===== src/rtl/neuron_pkg.sv =====
// Shared types, default widths and the saturating adder for the neuron body.
// The gamma period width normally arrives from internal_defines.vh; a default is supplied here.
`ifndef LOG_TIME_PERIOD
`define LOG_TIME_PERIOD 3
`endif

package neuron_pkg;

    typedef enum logic [1:0] {
        IDLE      = 2'd0,
        INTEGRATE = 2'd1,
        DONE      = 2'd2
    } neuron_state_t;

    localparam int DEF_NUM_INPUTS   = 8;
    localparam int DEF_WEIGHT_WIDTH = 3;
    localparam int DEF_POT_WIDTH    = 10;
    localparam int TIME_WIDTH       = `LOG_TIME_PERIOD;

    // Computed one bit wider than the operands so the clamp never sees a wrapped sum.
    function automatic logic [31:0] sat_add(input logic [31:0] a,
                                            input logic [31:0] b,
                                            input logic [31:0] max_val);
        logic [32:0] total;
        total = {1'b0, a} + {1'b0, b};
        if (total > {1'b0, max_val}) begin
            return max_val;
        end
        return total[31:0];
    endfunction

endpackage


===== src/rtl/weight_sum.sv =====
// Combinational masked adder: sums the weights of every synapse whose spike line is high.
module weight_sum #(
    parameter int NUM_INPUTS   = 8,
    parameter int WEIGHT_WIDTH = 3,
    localparam int SUM_WIDTH   = WEIGHT_WIDTH + $clog2(NUM_INPUTS + 1)
) (
    input  logic [NUM_INPUTS-1:0]              spike_in,
    input  logic [NUM_INPUTS*WEIGHT_WIDTH-1:0] weights,
    output logic [SUM_WIDTH-1:0]               sum
);

    always_comb begin
        sum = '0;
        for (int i = 0; i < NUM_INPUTS; i++) begin
            if (spike_in[i]) begin
                sum = sum + SUM_WIDTH'(weights[i*WEIGHT_WIDTH +: WEIGHT_WIDTH]);
            end
        end
    end

endmodule


===== src/rtl/neuron_body.sv =====
// Integrate-and-fire neuron body: records the first time_val at which the potential reaches threshold.
// Optional winner-take-all inhibit input is enabled by NEURON_LATERAL_INHIBIT_EN.
module neuron_body
    import neuron_pkg::*;
#(
    parameter int NUM_INPUTS   = DEF_NUM_INPUTS,
    parameter int WEIGHT_WIDTH = DEF_WEIGHT_WIDTH,
    parameter int POT_WIDTH    = DEF_POT_WIDTH
) (
    input  logic                              clk,
    input  logic                              rst_l,
    input  logic                              start,
    input  logic [TIME_WIDTH:0]               time_val,
    input  logic [NUM_INPUTS-1:0]             spike_in,
    input  logic [NUM_INPUTS*WEIGHT_WIDTH-1:0] weights,
    input  logic [POT_WIDTH-1:0]              threshold,
`ifdef NEURON_LATERAL_INHIBIT_EN
    input  logic                              inhibit_in,
`endif
    output logic                              busy,
    output logic                              done,
    output logic                              no_spike,
    output logic [TIME_WIDTH-1:0]             out_spike_time,
    output logic [POT_WIDTH-1:0]              potential
);

    localparam int SUM_WIDTH = WEIGHT_WIDTH + $clog2(NUM_INPUTS + 1);
    localparam logic [POT_WIDTH-1:0] POT_MAX = '1;

    neuron_state_t         state;
    logic [SUM_WIDTH-1:0]  syn_sum;
    logic [POT_WIDTH-1:0]  pot_next;
    logic                  integrate_en;
    logic                  period_end;

    weight_sum #(
        .NUM_INPUTS  (NUM_INPUTS),
        .WEIGHT_WIDTH(WEIGHT_WIDTH)
    ) u_weight_sum (
        .spike_in(spike_in),
        .weights (weights),
        .sum     (syn_sum)
    );

    assign pot_next   = POT_WIDTH'(sat_add(32'(potential), 32'(syn_sum), 32'(POT_MAX)));
    assign period_end = time_val[TIME_WIDTH];

`ifdef NEURON_LATERAL_INHIBIT_EN
    // Inhibit is registered: the cycle that samples it still integrates, later cycles freeze.
    logic inhibited;

    always_ff @(posedge clk or negedge rst_l) begin
        if (!rst_l) begin
            inhibited <= 1'b0;
        end else if (start) begin
            inhibited <= 1'b0;
        end else if (state == INTEGRATE && !period_end && inhibit_in) begin
            inhibited <= 1'b1;
        end
    end

    assign integrate_en = !inhibited;
`else
    assign integrate_en = 1'b1;
`endif

    always_ff @(posedge clk or negedge rst_l) begin
        if (!rst_l) begin
            state          <= IDLE;
            potential      <= '0;
            busy           <= 1'b0;
            done           <= 1'b0;
            no_spike       <= 1'b1;
            out_spike_time <= '1;
        end else begin
            done <= 1'b0;
            if (start) begin
                // A start in any state opens a fresh gamma cycle.
                state          <= INTEGRATE;
                potential      <= '0;
                busy           <= 1'b1;
                no_spike       <= 1'b1;
                out_spike_time <= '1;
            end else begin
                case (state)
                    INTEGRATE: begin
                        if (period_end) begin
                            state <= DONE;
                            done  <= 1'b1;
                            busy  <= 1'b0;
                        end else if (integrate_en) begin
                            potential <= pot_next;
                            if (no_spike && pot_next >= threshold) begin
                                no_spike       <= 1'b0;
                                out_spike_time <= time_val[TIME_WIDTH-1:0];
                            end
                        end
                    end
                    DONE: begin
                        state <= IDLE;
                    end
                    default: begin
                        state <= IDLE;
                    end
                endcase
            end
        end
    end

endmodule


===== config.mk =====
export PLATFORM = sky130hd
export DESIGN_NAME = neuron_body
export DESIGN_NICKNAME = d
export VERILOG_FILES = /design/src/rtl/neuron_pkg.sv /design/src/rtl/weight_sum.sv /design/src/rtl/neuron_body.sv
export SDC_FILE = /design/constraint.sdc
export NUM_CORES = 1
export LEC_CHECK = 0
export CAP_MARGIN = 20
export CORE_MARGIN = 2
export CORE_UTILIZATION = 33
export DETAILED_ROUTE_END_ITERATION = 10
export PLACE_DENSITY = 0.56
export SKIP_LAST_GASP = 1
export SLEW_MARGIN = 40
export SYNTH_ARGS = -nofsm -noshare
export SYNTH_HDL_FRONTEND = slang
export SYNTH_HIERARCHICAL = 1
export SYNTH_SLANG_ARGS = --single-unit

===== constraint.sdc =====
create_clock -name clk -period 6.3 [get_ports clk]
set_input_delay 0.945 -clock clk [delete_from_list [all_inputs] [get_ports clk]]
set_output_delay 0.945 -clock clk [all_outputs]
set_load 0.005 [all_outputs]

# --- After elaboration in Yosys (flattened, before gate mapping) ---
# Index checks and enable logic that the tools add are counted.
op_classes:
  addsub: 8
  n_lt_le_gt_ge: 2
  eq_ne: 3
  muxes: 31
  n_reduce_logical: 7
ops:
  columns: ["cell", "count"]
  rows:
  - ["10-bit 2-to-1 mux", 5]
  - ["7-bit 2-to-1 mux", 7]
  - ["7-bit by 3-bit adder with 7-bit output", 6]
  - ["3-bit 2-to-1 mux", 5]
  - ["10-bit by 7-bit adder with 11-bit output", 1]
  - ["11-bit by 10-bit > comparator with 1-bit output, second input constant", 1]
  - ["1-bit 2-to-1 mux", 11]
  - ["10-bit >= comparator", 1]
  - ["2-bit 2-to-1 mux", 3]
  - ["2-bit nonzero test", 3]
  - ["3-bit by 3-bit adder with 4-bit output", 1]
  - ["2-bit AND reduction", 2]
  - ["3-bit inequality test, second input constant", 1]
  - ["3-bit AND reduction", 1]
  - ["2-bit by 1-bit equality test with 1-bit output, second input constant", 1]
  - ["2-bit inequality test, second input constant", 1]
  - ["1-bit logical AND", 1]
word_totals:
  register_bits: 18
  in_bits: 49
  output_inout_bits: 16
  word_cells: 57

# --- Longest topological paths before layout ---
logic_depth:
  ltp_word: 25
  mapped_depth: 47

# --- Hierarchy ---
# Netlist, hierarchy kept.
by_module_without_submodules:
  columns: ["mod", "n_inst", "cells_per_inst", "area_each_um2", "seq_area_each_um2"]
  rows:
  - ["neuron_body", 1, 160, 1473.9, 455.4]
  - ["weight_sum", 1, 172, 1393.8, 0.0]

# --- Least setup slack after synthesis ---
# Ideal clock, no wire load.
synth_timing:
  path_kind: "in2reg"
  from: "input weights[0]"
  to: "register out_spike_time[0]"
  setup_ps: 75
  arrival_time_ps: 8926
  required_ps: 6225
  path_slack_ps: -2701
  path_stages: 39
  path_buffers: 0
  cell_sequence: "and2_1 ha_1 mux2_4 ha_1 inv_1 fa_1 nand2_1 o21a_1 fa_1 mux2_2 fa_1 mux2_2 fa_1 mux2_2 inv_1 fa_1 nand2_1 o21a_1 [... 3 more ...] o21ai_0 inv_1 a21oi_1 o22ai_1 mux2i_1 xor2_1 ha_1 o21ai_1 a21oi_1 or3_4 nor2_1 a21oi_1 ha_1 a2111oi_2 o21ai_0 o2111ai_1 a21oi_1 mux2i_1"
synth_via:
  elab_chain_cells: 23
synth_rtl:
  columns: ["element", "line", "text"]
  rows:
  - ["from (decl)", "neuron_body.sv:15", "input logic [NUM_INPUTS*WEIGHT_WIDTH-1:0] weights,"]
  - ["3-bit 2-to-1 mux *", "weight_sum.sv:15", "if (spike_in[i]) begin"]
  - ["3-bit by 3-bit adder with 4-bit output", "weight_sum.sv:16", "sum = sum + SUM_WIDTH'(weights[i*WEIGHT_WIDTH +: WEIGHT_WIDTH]);"]
  - ["7-bit 2-to-1 mux *", "weight_sum.sv:15", null]
  - ["7-bit by 3-bit adder with 7-bit output", "weight_sum.sv:16", null]
  - ["7-bit 2-to-1 mux *", "weight_sum.sv:15", null]
  - ["7-bit by 3-bit adder with 7-bit output", "weight_sum.sv:16", null]
  - ["7-bit 2-to-1 mux *", "weight_sum.sv:15", null]
  - ["7-bit by 3-bit adder with 7-bit output", "weight_sum.sv:16", null]
  - ["[... 7 more ...]", null, null]
  - ["named net syn_sum[5]", "neuron_body.sv:31", "logic [SUM_WIDTH-1:0] syn_sum;"]
  - ["10-bit by 7-bit adder with 11-bit output *", "neuron_pkg.sv:25", "total = {1'b0, a} + {1'b0, b};"]
  - ["11-bit by 10-bit > comparator with 1-bit output", "neuron_pkg.sv:26", "if (total > {1'b0, max_val}) begin"]
  - ["1-bit 2-to-1 mux", "neuron_pkg.sv:26", null]
  - ["10-bit 2-to-1 mux *", "neuron_pkg.sv:29", "return total[31:0];"]
  - ["10-bit >= comparator *", "neuron_body.sv:93", "if (no_spike && pot_next >= threshold) begin"]
  - ["1-bit logical AND *", "neuron_body.sv:93", null]
  - ["2-bit nonzero test (no line) *", null, null]
  - ["3-bit AND reduction (no line) *", null, null]
  - ["to (signal assigned)", "neuron_body.sv:95", "out_spike_time <= time_val[TIME_WIDTH-1:0];"]
  - ["to (decl)", "neuron_body.sv:23", "output logic [TIME_WIDTH-1:0] out_spike_time,"]
# Mark *: on every way through the listed nets, which the timed path passes. The rest lies on a longest branch.
# A chain may end at the register's enable or synchronous reset.

# --- Final worst setup path ---
# Ends and elaborated chain as after synthesis.

==> results.txt <==
The tool flagged a number of max-cap violations equal to 0. The total number of H-tree levels is 1. The analysis attributes to cell leakage a power of 2.051 nW.

The setup TNS is -25.54 ns. The clock net in this run drives a total of 18 sinks. Summing every instance area after synthesis gives 2868 µm². The total global-route track usage is 17.16%. The endpoint required time on the critical path is 6.48 ns. The number of synthesized flops with an enable pin came out at 0.

The final-report max-slew violation count is 0. The count of yosys warnings during synthesis is 6. Synthesis produced a netlist whose cell count is 332. Among all stages on the critical path, the largest delay is contributed by sky130_fd_sc_hd__fa_2.

The detail-routed via count per cell is 5.080. The number of cells in the design after placement came out at 572. Setup repair after global routing could not meet its margin everywhere. The wire length of the first global-routing pass came out at 14010 µm. sky130_fd_sc_hd__ha_1 is the most common cell in the netlist.

The number of global-route vias before repair is 3137. The share of flip-flops with an asynchronous set or reset came out at 100.0%. The post-route antenna net violation count came out at 0. The hold violation count in the final report came out at 0.

The slew of the pin with the lowest slew margin is 0.6914 ns. Dividing total power by cell area gives a power density of 314.1 nW/µm². The x dimension of the die came out at 97.22 µm.

The maximum ir drop on the vdd rail came out at 0.2132 mV. The final worst slack came out at -2.497 ns. The synthesis-to-layout area growth came out at 59.77%. The number of setup violations in the final report came out at 14.

The logic depth of the worst register-to-register path came out at 14. In this run, synthesis produced a sequential element count of 18. TritonCTS built the clock tree. The aggregate global routing overflow is 0. The cell sitting at the root of the clock tree is a sky130_fd_sc_hd__clkbuf_8. The cell row count is 34. The endpoint of the worst hold path is state[1]. Of all nets on the critical path, the largest fanout is 4. The commonest cells after synthesis are sky130_fd_sc_hd__ha_1 (39), sky130_fd_sc_hd__nor2_1 (30), sky130_fd_sc_hd__inv_1 (25). Detailed routing inserted a total of 2972 vias. The largest net degree at the start of global routing is 22.

The placeable core region came out at 8593 µm². The min-delay analysis places its worst path in the category register to register. Static timing analysis puts the maximum clock frequency at 113.7 MHz.

The worst setup path is captured at a register. The number of antenna diodes in the final layout is 0. The register area share after synthesis came out at 15.88%. Counting stages on the worst path, the most repeated cell is sky130_fd_sc_hd__mux2_4.

Dividing the detail-routed wire length by the instance count gives 13.70 µm. The number of violations reported at the end of detailed-routing iteration 0 is 76. The floorplan die height is 97.22 µm. The number of detailed-routing iterations run before antenna repair came out at 4. The worst slack at placement is -3.298 ns. The number of antenna violations at the first check in global routing is 0. The routability congestion estimate from global placement is 0.9016. The flow ran to the end, but the final reports show violations. The largest buffer count on any clock path came out at 2. The DRC violation count after routing is 0.

The worst hold path cell count is 1. By startpoint and endpoint, the worst setup path is classified as input port to register. A synthesized cell averages 8.638 µm². In this run the most critical hold path is launched from state[1]. STA puts the critical path data arrival time at 8.98 ns.

The slack of the worst reg-to-reg path came out at 3.22 ns. The most frequently used flop master after synthesis is sky130_fd_sc_hd__dfrtp_1. The initial standard-cell utilization of the core is 33.37%. The proportion of layout cells with a drive suffix above 1 came out at 36.90%. The number of clock buffers inserted by TritonCTS is 3.

The clock latency on the worst-skew pair came out at 0.25 ns. The top-level port count came out at 65. Sorting the synthesized cells by area gives the leading types as sky130_fd_sc_hd__ha_1 (17%), sky130_fd_sc_hd__dfrtp_1 (12%), sky130_fd_sc_hd__fa_1 (4.9%).

The largest incremental delay on the critical path is 0.52 ns. The number of cells in the finished layout apart from fillers is 585. The post-synth net total came out at 427.

The total die area came out at 9452 µm². The startpoint of the worst register-to-register path is potential[0]. The count of buffers added on input and output ports is 64.

The synthesized design spends more area on one cell type than any other, namely sky130_fd_sc_hd__ha_1. The smallest clock period supported by the final layout is computed as 8.797 ns. The number of hold buffers added after CTS is 0. The clock-pin slew on the worst setup and hold paths came out at 0.08 ns. The normalized max-slew margin is 53.70%. The final clock period utilization by the worst path is 139.6%. The total wirelength of the detailed-routed design came out at 8014 µm. The final worst hold slack came out at 0.4867 ns. The number of nets in the finished design came out at 573. The share of synthesized area in the top cell type comes to 17.02%.

STA classifies the critical path startpoint as an input port. The half-perimeter wire length after detailed placement is 6325 µm. The distinct cell type count of the synthesized netlist is 62. The critical register-to-register path endpoint is out_spike_time[0].

Clock skew on the completed layout was measured at 0.007358 ns. The checks that failed: negative setup slack.
-- worst max-delay path, delay by kind of cell --
family / cells / cell delay [ns]
AOI/OAI and AO/OA: 12 / 1.93
adders and majority gates: 10 / 3.84
buffers and inverters: 4 / 0.33
muxes: 5 / 1.21
and+or+nand+nor: 7 / 0.72
-- report_power, final --
group	switching [mW]	internal, mW
Clock	0.0400	0.0555
Combinational	0.552	0.655
Sequential	0.0105	0.126
-- sequential cells by signal (all words and copies together), names as in the netlist --
| register | flops |
|---|---|
| potential | 10 |
| out_spike_time | 3 |
| state | 2 |
| busy | 1 |
| done | 1 |
| no_spike | 1 |
-- area by class of cell --
cell class              count  area, µm²
fillers                   799       4011
multi-input cells         278       2551
repair buffers            151       1287
flip-flops and latches     18      455.4
well taps                 108      135.1
inverters                  26      97.59
clock buffers               4      55.05
-- how the worst max path moves through the flow --
stage                     start  cells after the start  slack (ns)                end
floorplan           spike_in[0]                     39       -2.45  out_spike_time[0]
global placement    spike_in[0]                     40       -3.13  out_spike_time[0]
detailed placement  spike_in[0]                     40       -3.30  out_spike_time[1]
CTS                  weights[0]                     41       -2.46  out_spike_time[0]
global route         weights[0]                     41       -2.91  out_spike_time[0]
finish               weights[0]                     38       -2.50  out_spike_time[0]
-- placed cells by master (no fill, tap or decap), drive strengths merged, types with 5 or more instances in the layout --
master         synthesis  layout
buf                    3      91
ha                    39      39
a31oi                  5       5
o21ai                 14      14
mux2i                  7       7
dfrtp                 14      14
inv                   26      26
clkdlybuf4s50          0      56
o211ai                 6       6
o21a                   6       6
nand2                 24      24
a21oi                 22      22
xor2                   7       7
nand3                  5       5
fa                     7       7
clkbuf                 7       5
a21o                   9       9
a311oi                 9       9
nor2                  30      30
mux2                  13      13
nor3                   7       7
xnor2                 14      14
-- logic make-up after synthesis --
group / count (synthesis) / share of synthesized area, %
xor+xnor: 22 / 7.199
compound gates: 99 / 25.83
buf+inv: 36 / 5.148
simple gates: 91 / 15.71
fa+ha+maj: 46 / 21.90
mux: 20 / 8.334
flops: 18 / 15.88
-- metrics by stage --
step | power (mW) | utilization [%] | area [µm²]
after floorplan | 0.7546 | - | 2952
after global placement | 1.233 | 49.61 | 4263
after detailed placement | 1.250 | 49.61 | 4263
after CTS | 1.404 | 52.15 | 4482
after global routing | 1.587 | 53.32 | 4582
final | 1.439 | 53.32 | 4582
-- per-layer routing --
| layer | vias up | routed length, µm | GRT usage [%] |
|---|---|---|---|
| met5 | - | 0 | 0 |
| met4 | 0 | 129 | 3.846 |
| met3 | 10 | 225 | 1.799 |
| met2 | 53 | 3876 | 29.97 |
| met1 | 1389 | 3782 | 22.93 |
| li1 | 1520 | - | - |
-- what timing repair did --
item / 4_1_cts / 5_1_grt
hold endpoints to repair: 0 / 0
pin swaps: 30 / 17
setup buffers: 6 / 3
gates resized for setup: 39 / 18
setup endpoints to repair: 14 / 14
No activity file was read; power rests on OpenSTA's default activity.
